[src/rtl/fsk_peak_demod_pkg.sv]
// Shared FSM state type and default parameter values for the FSK peak-count demodulator.
package fsk_pkg;

  localparam int DEF_DATA_W   = 8;
  localparam int DEF_SYM_LEN  = 32;
  localparam int DEF_PEAK_THR = 4;
  localparam int DEF_AMP_MIN  = 40;

  typedef enum logic {
    IDLE = 1'b0,
    RUN  = 1'b1
  } state_t;

endpackage

[src/rtl/fsk_peak_demod_peak_det.sv]
// Local-maximum detector: tracks the previous sample and the slope direction, and pulses
// peak in the same cycle as a falling sample that follows a rise to at least AMP_MIN.
module fsk_peak_det
  import fsk_pkg::*;
#(
  parameter int DATA_W  = DEF_DATA_W,
  parameter int AMP_MIN = DEF_AMP_MIN
) (
  input  logic              clk,
  input  logic              rst_n,
  input  logic              clr,
  input  logic [DATA_W-1:0] sample,
  input  logic              valid,
  output logic              peak
);

  localparam logic [DATA_W-1:0] AMP_MIN_V = DATA_W'(AMP_MIN);

  logic [DATA_W-1:0] prev;
  logic              slope;
  logic              primed;

  assign peak = valid && primed && slope && (sample < prev) && (prev >= AMP_MIN_V);

  // The first sample after a clear only loads prev; slope waits for a real difference.
  always_ff @(posedge clk or negedge rst_n) begin
    if (!rst_n) begin
      prev   <= '0;
      slope  <= 1'b0;
      primed <= 1'b0;
    end else if (clr) begin
      prev   <= '0;
      slope  <= 1'b0;
      primed <= 1'b0;
    end else if (valid) begin
      prev   <= sample;
      primed <= 1'b1;
      if (primed) begin
        if (sample > prev)      slope <= 1'b1;
        else if (sample < prev) slope <= 1'b0;
      end
    end
  end

endmodule

[src/rtl/fsk_peak_demod.sv]
// FSK demodulator: counts amplitude peaks per SYM_LEN-sample window and decides one bit per window.
// Optional statistics outputs (last_peak_cnt, sym_cnt) are built when FSK_DEMOD_STATS_EN is defined.
module fsk_peak_demod
  import fsk_pkg::*;
#(
  parameter int DATA_W   = DEF_DATA_W,
  parameter int SYM_LEN  = DEF_SYM_LEN,
  parameter int PEAK_THR = DEF_PEAK_THR,
  parameter int AMP_MIN  = DEF_AMP_MIN
) (
  input  logic                         clk,
  input  logic                         rst_n,
  input  logic                         en,
  input  logic [DATA_W-1:0]            data_in,
  input  logic                         in_valid,
  output logic                         data_out,
  output logic                         out_valid,
  input  logic                         out_ready,
  output logic                         overrun,
`ifdef FSK_DEMOD_STATS_EN
  output logic [$clog2(SYM_LEN+1)-1:0] last_peak_cnt,
  output logic [15:0]                  sym_cnt,
`endif
  output logic                         busy
);

  localparam int CNT_W = $clog2(SYM_LEN + 1);
  localparam int IDX_W = $clog2(SYM_LEN);
  localparam logic [CNT_W-1:0] CNT_MAX  = CNT_W'(SYM_LEN);
  localparam logic [IDX_W-1:0] IDX_LAST = IDX_W'(SYM_LEN - 1);

  state_t            state, state_nx;
  logic [IDX_W-1:0]  idx;
  logic [CNT_W-1:0]  cnt, cnt_nx;
  logic              accept, abort, wrap, peak;

  assign accept = (state == RUN) && en && in_valid;
  assign abort  = (state == RUN) && !en;
  assign wrap   = accept && (idx == IDX_LAST);
  assign busy   = (state == RUN);

  always_comb begin
    state_nx = state;
    cnt_nx   = cnt;
    case (state)
      IDLE:    if (en)  state_nx = RUN;
      RUN:     if (!en) state_nx = IDLE;
      default: state_nx = IDLE;
    endcase
    if (peak && (cnt != CNT_MAX)) cnt_nx = cnt + CNT_W'(1);
  end

  always_ff @(posedge clk or negedge rst_n) begin
    if (!rst_n) state <= IDLE;
    else        state <= state_nx;
  end

  fsk_peak_det #(
    .DATA_W  (DATA_W),
    .AMP_MIN (AMP_MIN)
  ) u_peak_det (
    .clk    (clk),
    .rst_n  (rst_n),
    .clr    (abort),
    .sample (data_in),
    .valid  (accept),
    .peak   (peak)
  );

  always_ff @(posedge clk or negedge rst_n) begin
    if (!rst_n) begin
      idx <= '0;
      cnt <= '0;
    end else if (abort) begin
      idx <= '0;
      cnt <= '0;
    end else if (accept) begin
      if (wrap) begin
        idx <= '0;
        cnt <= '0;
      end else begin
        idx <= idx + IDX_W'(1);
        cnt <= cnt_nx;
      end
    end
  end

  // Output handshake: a bit transfers on any rising edge where out_valid && out_ready.
  // A new decision wins over that transfer; deciding over an unaccepted bit sets overrun.
  always_ff @(posedge clk or negedge rst_n) begin
    if (!rst_n) begin
      data_out  <= 1'b0;
      out_valid <= 1'b0;
      overrun   <= 1'b0;
    end else if (wrap) begin
      data_out  <= (32'(cnt_nx) >= PEAK_THR);
      out_valid <= 1'b1;
      if (out_valid && !out_ready) overrun <= 1'b1;
    end else if (out_valid && out_ready) begin
      out_valid <= 1'b0;
    end
  end

`ifdef FSK_DEMOD_STATS_EN
  always_ff @(posedge clk or negedge rst_n) begin
    if (!rst_n) begin
      last_peak_cnt <= '0;
      sym_cnt       <= '0;
    end else if (wrap) begin
      last_peak_cnt <= cnt_nx;
      if (sym_cnt != 16'hFFFF) sym_cnt <= sym_cnt + 16'd1;
    end
  end
`endif

endmodule

[config.mk]
export PLATFORM = sky130hd
export DESIGN_NAME = fsk_peak_demod
export DESIGN_NICKNAME = d
export VERILOG_FILES = /design/src/rtl/fsk_peak_demod_pkg.sv /design/src/rtl/fsk_peak_demod_peak_det.sv /design/src/rtl/fsk_peak_demod.sv
export SDC_FILE = /design/constraint.sdc
export NUM_CORES = 1
export LEC_CHECK = 0
export ABC_AREA = 1
export CAP_MARGIN = 20
export CELL_PAD_IN_SITES_DETAIL_PLACEMENT = 1
export CELL_PAD_IN_SITES_GLOBAL_PLACEMENT = 2
export CORE_UTILIZATION = 30
export DETAILED_ROUTE_END_ITERATION = 12
export GPL_TIMING_DRIVEN = 1
export PLACE_DENSITY_LB_ADDON = 0.1
export SYNTH_ARGS = -nofsm -noshare
export SYNTH_HDL_FRONTEND = slang
export SYNTH_SLANG_ARGS = --single-unit
[constraint.sdc]
create_clock -name clk -period 2.8 [get_ports clk]
set_input_delay 0.56 -clock clk [delete_from_list [all_inputs] [get_ports clk]]
set_output_delay 0.56 -clock clk [all_outputs]
set_load 0.03 [all_outputs]
# Word-level counts from Yosys, hierarchy flattened
# Index checks and enable logic that the tools add are counted.
op_classes:
  add_sub_neg: 2
  magnitude_cmp: 4
  eq_ne: 2
  n_mux: 19
  n_reduce_logical: 19
op_table:
  columns: ["operator", "count"]
  rows:
  - ["2-to-1 mux 6 bit", 4]
  - ["2-to-1 mux 8 bit", 2]
  - ["2-to-1 mux 5 bit", 3]
  - ["logical AND 1 bit", 11]
  - ["2-to-1 mux 1 bit", 10]
  - ["greater-or-equal comparator 8 x 6 -> 1 bit, second input constant", 1]
  - ["> comparator 8 bit", 1]
  - ["less-than comparator 8 bit", 1]
  - ["adder 6 x 1 -> 6 bit, second input constant", 1]
  - ["greater-or-equal comparator 6 x 3 -> 1 bit, second input constant", 1]
  - ["inequality test 6 bit, second input constant", 1]
  - ["nonzero test 2 bit", 3]
  - ["adder 5 x 1 -> 5 bit, second input constant", 1]
  - ["equality test 5 bit, second input constant", 1]
  - ["AND reduction 3 bit", 1]
  - ["nonzero test 3 bit", 1]
  - ["zero test 1 bit", 2]
  - ["AND reduction 2 bit", 1]
word_totals:
  ff_bits: 25
  elab_cells: 55

# Logic depth before layout (Yosys ltp)
# Gate-level depths: netlist of the first run.
logic_depth:
  depth_word: 11
  ltp_mapped: 14
  ltp_nobuf: 14

# Hierarchy
# A second synthesis of the first run with hierarchy kept.
unflattened:
  cells_unflattened: 186
  hier_area_um2: 1487.7
modules_own_cells:
  columns: ["mod", "instances", "cells_each", "area_per_inst_um2", "seq_area_each_um2"]
  rows:
  - ["fsk_peak_demod", 1, 106, 853.3, 375.4]
  - ["fsk_peak_det", 1, 80, 634.4, 250.2]

# Least setup slack after synthesis of the first run
# OpenSTA, ideal clock, no wires.
synth_timing:
  kind: "input port to flip-flop"
  start: "in data_in[7]"
  end: "reg data_out"
  setup_time_ps: 120
  t_arrival_ps: 1614
  required_ps: 2680
  slack_ps: 1066
  stages: 8
  path_buffers: 0
  cell_sequence: "ha_1 a21o_1 nor2_4 nand4_1 nand2_1 nand2_1 o21ai_1 nand2_1"
synth_via:
  elab_chain_len: 6
synth_rtl:
  columns: ["item", "line", "text"]
  rows:
  - ["start, declared", "fsk_peak_demod.sv:14", "input logic [DATA_W-1:0] data_in,"]
  - ["less-than comparator 8 bit", "fsk_peak_demod_peak_det.sv:23", "assign peak = valid && primed && slope && (sample < prev) && (prev >= AMP_MIN_V);"]
  - ["logical AND 1 bit (2 in a row)", "fsk_peak_demod_peak_det.sv:23", null]
  - ["logical AND 1 bit", "fsk_peak_demod.sv:50", "if (peak && (cnt != CNT_MAX)) cnt_nx = cnt + CNT_W'(1);"]
  - ["2-to-1 mux 6 bit", "fsk_peak_demod.sv:50", null]
  - ["greater-or-equal comparator 6 x 3 -> 1 bit", "fsk_peak_demod.sv:96", "data_out <= (32'(cnt_nx) >= PEAK_THR);"]
  - ["end signal, assigned", "fsk_peak_demod.sv:96", null]
  - ["end, declared", "fsk_peak_demod.sv:16", "output logic data_out,"]
# Every way passes these cells.
# A chain may end at the register's enable or synchronous reset.

# Worst setup path in the final report of the first run
# Same ends and word-level chain as after synthesis.

==> results of run 1 <==
==> layout make-up <==
class / instances / area [µm²]
fill: 535 / 2770
sequential: 25 / 626
timing repair buffer: 17 / 168
inverter: 29 / 109
multi-input combinational: 113 / 718
clock buffer: 4 / 45.0
tap: 52 / 65.1
==> cell families (layout without fill, tap and decap cells) <==
family                     Yosys count  count (layout)
adders and majority gates           12              12
DFF                                 25              25
and+or+nand+nor                     69              69
AOI/OAI and AO/OA                   27              27
buffers and inverters               29              50
xor gates and xnor gates             5               5
==> per-stage QoR <==
step / utilization [%] / total power, µW / setup WS, ns
after floorplan: - / 485 / 1.07
after global placement: 37.4 / 539 / 0.447
after detailed placement: 37.4 / 541 / 0.433
after CTS: 38.4 / 761 / 0.721
after global routing: 38.4 / 797 / 0.535
final: 38.4 / 745 / 0.717
==> registers in the layout (all words and copies together), names as in the netlist <==
signal,count
u_peak_det.prev,8
cnt,6
idx,5
busy,1
data_out,1
out_valid,1
overrun,1
u_peak_det.primed,1
u_peak_det.slope,1
==> power by group <==
part / total (µW) / switching (µW) / internal, µW / leakage, µW
logic: 135 / 79.0 / 55.5 / 0.000516
registers: 396 / 14.2 / 382 / 0.000337
clock network: 214 / 113 / 102 / 0.0000228
total: 745 / 206 / 539 / 0.000876
==> layer usage <==
layer,vias to the layer above,share of wire [%],track usage (%),wire length (µm)
li1,581,-,-,-
met2,15,47,23.2,1520
met5,-,0,0,0
met1,554,48,18.6,1530
met3,6,3.3,2.39,106
met4,0,1.6,5.45,50
==> worst paths after layout <==
kind	from	endpoint	slack, ns	cells after the start
worst max-delay path	data_in[7]	data_out	0.72	9
worst min-delay path	overrun	overrun	0.48	1
worst max register to register	idx[0]	cnt[0]	1.02	8
worst min register to register	overrun	overrun	0.48	1
max in group asynchronous	rst_n	data_out	1.89	2
min in group asynchronous	rst_n	u_peak_det.prev[1]	0.66	2
==> cell usage in the layout, fill, tap and decap left out, types with 2 or more instances in the layout <==
cell,synthesis,layout
inv_2,2,2
nand2_1,40,40
nor3_1,4,4
o21ai_1,2,2
nor2_1,7,7
dfrtp_1,25,25
a21oi_1,5,5
xor2_1,3,3
nand3_1,3,3
nor2_8,2,2
xnor2_1,2,2
o21ai_0,13,13
clkdlybuf4s50_1,0,16
ha_1,12,12
inv_1,27,27
clkbuf_8,0,3
nand3_4,2,2
nand4_1,5,5
==> worst max-delay path, stage by stage <==
cell             delay [ns]
clkdlybuf4s50_1        0.44
ha_1                   0.32
a21o_1                 0.21
nor2_4                 0.20
nand4_1                0.15
nand2_1                0.13
nand2_1                0.06
o21ai_1                0.11
nand2_1                0.06
==> results.yml, run 1 <==
die:
  die_h_um: 71.6
  core_area_mm2: 0.00450
  ios: 17
  die_x_um: 71.6
  start_util_pct: 32.2
  die_area_mm2: 0.00512
  fp-row-count: 24
logic_synthesis:
  ys_seq_area_share_pct: 43.1
  yosys_warnings: 0
  syn-num-nets: 192
  synth_xor_xnor_area_share_pct: 3.01
  synth_top_family_by_area: "simple AND/OR/NAND/NOR gates"
  synth_edf_count: 0
  synthTopCellsByCount: "nand2_1, inv_1, dfrtp_1"
  synth_seq_cells: 25
  synth_top_area_share_pct: 43.1
  synthMuxAreaShare_pct: 0
  yosysMostFrequentCell: "nand2_1"
  synth-main-ff-cell: "dfrtp_1"
  synth_simple_gate_area_share_pct: 25.2
  synth.area.top_cells: "dfrtp_1, ha_1, nand2_1, inv_1, o21ai_0"
  netlist_instances: 167
  synth.distinct_cells: 29
  synth_compound_area_share_pct: 10.9
  synthAdderAreaFrac_pct: 10.3
  async_flop_share_pct: 100
  avgSynthCellArea_um2: 8.70
  syn_area_mm2: 0.00145
  synth_area_leader_cell: "dfrtp_1"
clock_tree:
  clkSinkCount: 25
  cts_resized: 0
  holdBufCountCts: 0
  htreeDepth: 1
  clkSlewWorstSetupHoldPaths_ns: 0.09
  cts_setup_buffers: 0
  clk_path_buf_depth: 2
  clk_latency_ns: 0.27
  cts_buffers: 3
  tritoncts: "done"
  cts-root-buf: "clkbuf_8"
timing:
  rsz0062_at_grt: "no"
  holdWs_ns: 0.483
  hold_violations: 0
  fin_crit_sh_pct: 74.4
  slew_viol_final: 0
  max_slew.worst_pin.slew_ns: 0.349
  fin_crit_ns: 2.08
  fin_skew_ns: 0.00135
  tns_ns: 0
  finalSetupViolCount: 0
  slew_headroom_pct: 76.6
  fmax_mhz: 480
worst_setup_path:
  crit_type: "in2reg"
  cp.required_ns: 2.96
  worst_setup_path_start_kind: "input port"
  worstPathArrival_ns: 2.24
  end_kind: "register"
  cp_max_fo: 6
grt:
  grt_first_pass_wirelength_mm: 5.58
  globalRouteTotalUtil_pct: 14.1
  antenna_found_initial: 0
  grt_pass1_vias: 1209
  grt_max_degree: 26
  grt_overflow: 0
route:
  vias_per_cell: 4.82
  vias: 1156
  dr.first_iter.drc_count: 32
  final_antenna_net_count: 0
  firstDrtPassIters: 4
  drt-total-wl_mm: 3.20
  drc_errors: 0
  wire_per_inst_um: 13.4
layout:
  area_growth_pct: 19.1
  layout.cells.non_filler: 240
  nets: 214
  final_layout_size_suffix_gt1_share_pct: 7.45
  design_area_mm2: 0.00173
  antenna_cells: 0
place:
  place_area_mm2: 0.00169
  gp_congestion: 0.825
  dp.cells: 236
  io_buffers: 16
  dp_hpwl_mm: 2.53
power_and_ir_drop:
  pwr_density_cell_mw_per_mm2: 431
  peakVddDrop_v: 0.000212
  leakage_uw: 0.000876
run_status:
  status: "completed"
job:
  drv_cap: 0
hold_path:
  hold_class: "reg2reg"
No activity file was read; power rests on OpenSTA's default activity.
==> inputs of run 2 (changes only) <==
==> constraint.sdc (replaced) <==
create_clock -name clk -period 2.07 [get_ports clk]
set_input_delay 0.414 -clock clk [delete_from_list [all_inputs] [get_ports clk]]
set_output_delay 0.414 -clock clk [all_outputs]
set_load 0.03 [all_outputs]
==> run 2 against run 1 <==
  * Cell count increased by 4.2%
  * Die area unchanged
  * Power grew 42%
  * Routed wire length increased by 5.0%
  * Combinational power increased by 58%
  * Largest power group unchanged
  * Sequential share of layout area shrank 1.8 points
  * Utilization grew 2.1 points
  * Count of clock-buffer cells in the layout decreased by 1
  * Clock skew is 0.0090 ns higher
==> results.yml, run 2 (synthesis gave the netlist of run 1 again) <==
clock_tree:
  clk_path_buf_depth: 2
  clkSinkCount: 25
  cts-root-buf: "clkbuf_8"
  clkSlewWorstSetupHoldPaths_ns: 0.10
  holdBufCountCts: 0
  tritoncts: "done"
  clk_latency_ns: 0.28
  htreeDepth: 1
  cts_buffers: 3
worst_setup_path:
  path_cells: "clkdlybuf4s50_1 > ha_1 > a21oi_2 > nor2_2 > nor2_4 > nand3_4 > buf_4 > o21ai_1 > a21boi_1"
  cp_slowest_cell: "clkdlybuf4s50_1"
  crit_type: "in2reg"
  cp_max_fo: 6
  cp_top_family: "buffers and inverters"
  worst_setup_path_start_kind: "input port"
  cp.required_ns: 2.28
  worstPathArrival_ns: 2.13
  end_kind: "register"
  critPathBufInv: 2
  max_stage_delay_ns: 0.43
power_and_ir_drop:
  peakVddDrop_v: 0.000281
  pwr_density_cell_mw_per_mm2: 579
  leakage_uw: 0.000931
route:
  firstDrtPassIters: 4
  drc_errors: 0
  dr.first_iter.drc_count: 65
  vias_per_cell: 4.70
  drt-total-wl_mm: 3.36
  final_antenna_net_count: 0
  vias: 1175
  wire_per_inst_um: 13.5
timing:
  fin_crit_ns: 1.91
  slew_headroom_pct: 77.3
  rsz0062_at_grt: "no"
  max_slew.worst_pin.slew_ns: 0.341
  hold_violations: 0
  fin_skew_ns: 0.0103
  fin_crit_sh_pct: 92.5
  fmax_mhz: 523
  slew_viol_final: 0
  finalSetupViolCount: 0
grt:
  grt_max_degree: 26
  globalRouteTotalUtil_pct: 15.3
  grt_pass1_vias: 1275
  grt_first_pass_wirelength_mm: 6.03
  antenna_found_initial: 0
  grt_overflow: 0
layout:
  nets: 224
  design_area_mm2: 0.00182
  largest-register: "u_peak_det.prev"
  antenna_cells: 0
  area_growth_pct: 25.5
  layout_commonest_cell: "nand2_1"
  fin_util_pct: 40.5
  final_layout_size_suffix_gt1_share_pct: 14.1
  multi_input_area_um2: 732
  mostFrequentLayoutCells: "nand2_1, inv_1, dfrtp_1"
  nFillCells: 532
  largest_reg_flops: 8
  seq_area_um2: 626
  reg.largest.list: "u_peak_det.prev: 8 flops, cnt: 6 flops, idx: 5 flops"
die:
  core_area_mm2: 0.00450
  die_area_mm2: 0.00512
  start_util_pct: 32.2
  ios: 17
  die_x_um: 71.6
  die_h_um: 71.6
  fp-row-count: 24
place:
  dp_hpwl_mm: 2.61
  io_buffers: 16
  gp_congestion: 0.873
  place_area_mm2: 0.00175
job:
  drv_cap: 0
hold_path:
  hold_class: "in2async"
run_status:
  status: "completed"
==> run 2: report_power, final <==
part | internal (µW) | switching [µW] | total, µW
clock | 137 | 169 | 306
sequential | 517 | 19.8 | 536
combinational | 95.2 | 118 | 213
==> run 2: final timing paths <==
path                            slack, ns               start  endpoint  cells after the start
worst max-delay path                 0.16          data_in[5]    cnt[0]                      9
worst min-delay path                 0.49               rst_n      busy                      2
worst max register to register       0.30  u_peak_det.prev[5]    cnt[0]                      9
worst min register to register       0.49             overrun   overrun                      1
max in group asynchronous            1.31               rst_n  data_out                      2
min in group clk                     0.49             overrun   overrun                      1
==> run 2: cell type report <==
type                            instances  area share [%]
Multi-Input combinational cell        113            40.2
Sequential cell                        25            34.3
Timing Repair Buffer                   27            13.3
Inverter                               29            5.97
Tap cell                               52            3.57
Clock buffer                            3            2.26
Clock inverter                          1           0.412
==> run 2: what timing repair did <==
action,4_1_cts,5_1_grt
gates resized for setup,0,4
endpoints found under the setup margin,0,1
setup buffers,0,2
==> run 2: per-stage QoR <==
| stage | cells | hold slack (ns) | setup TNS, ns | setup slack (ns) | total power, µW |
|---|---|---|---|---|---|
| 6_report | 250 | 0.487 | 0 | 0.156 | 1060 |
| 5_1_grt | 250 | 0.510 | 0 | 0.00604 | 1130 |
| 4_1_cts | 248 | 0.490 | 0 | 0.123 | 1070 |
| 3_5_place_dp | 244 | 0.465 | -0.496 | -0.160 | 752 |
| 3_3_place_gp | 244 | 0.458 | -0.409 | -0.123 | 745 |
| 2_1_floorplan | 167 | 0.118 | 0 | 0.482 | 656 |
==> run 2: routing by layer <==
metal  wire [µm]  GRT usage, %  share of wire, %
met5           0             0                 0
met4          20          2.61              0.59
met1        1630          19.5                48
met3          78          3.38               2.3
met2        1640          26.9                49
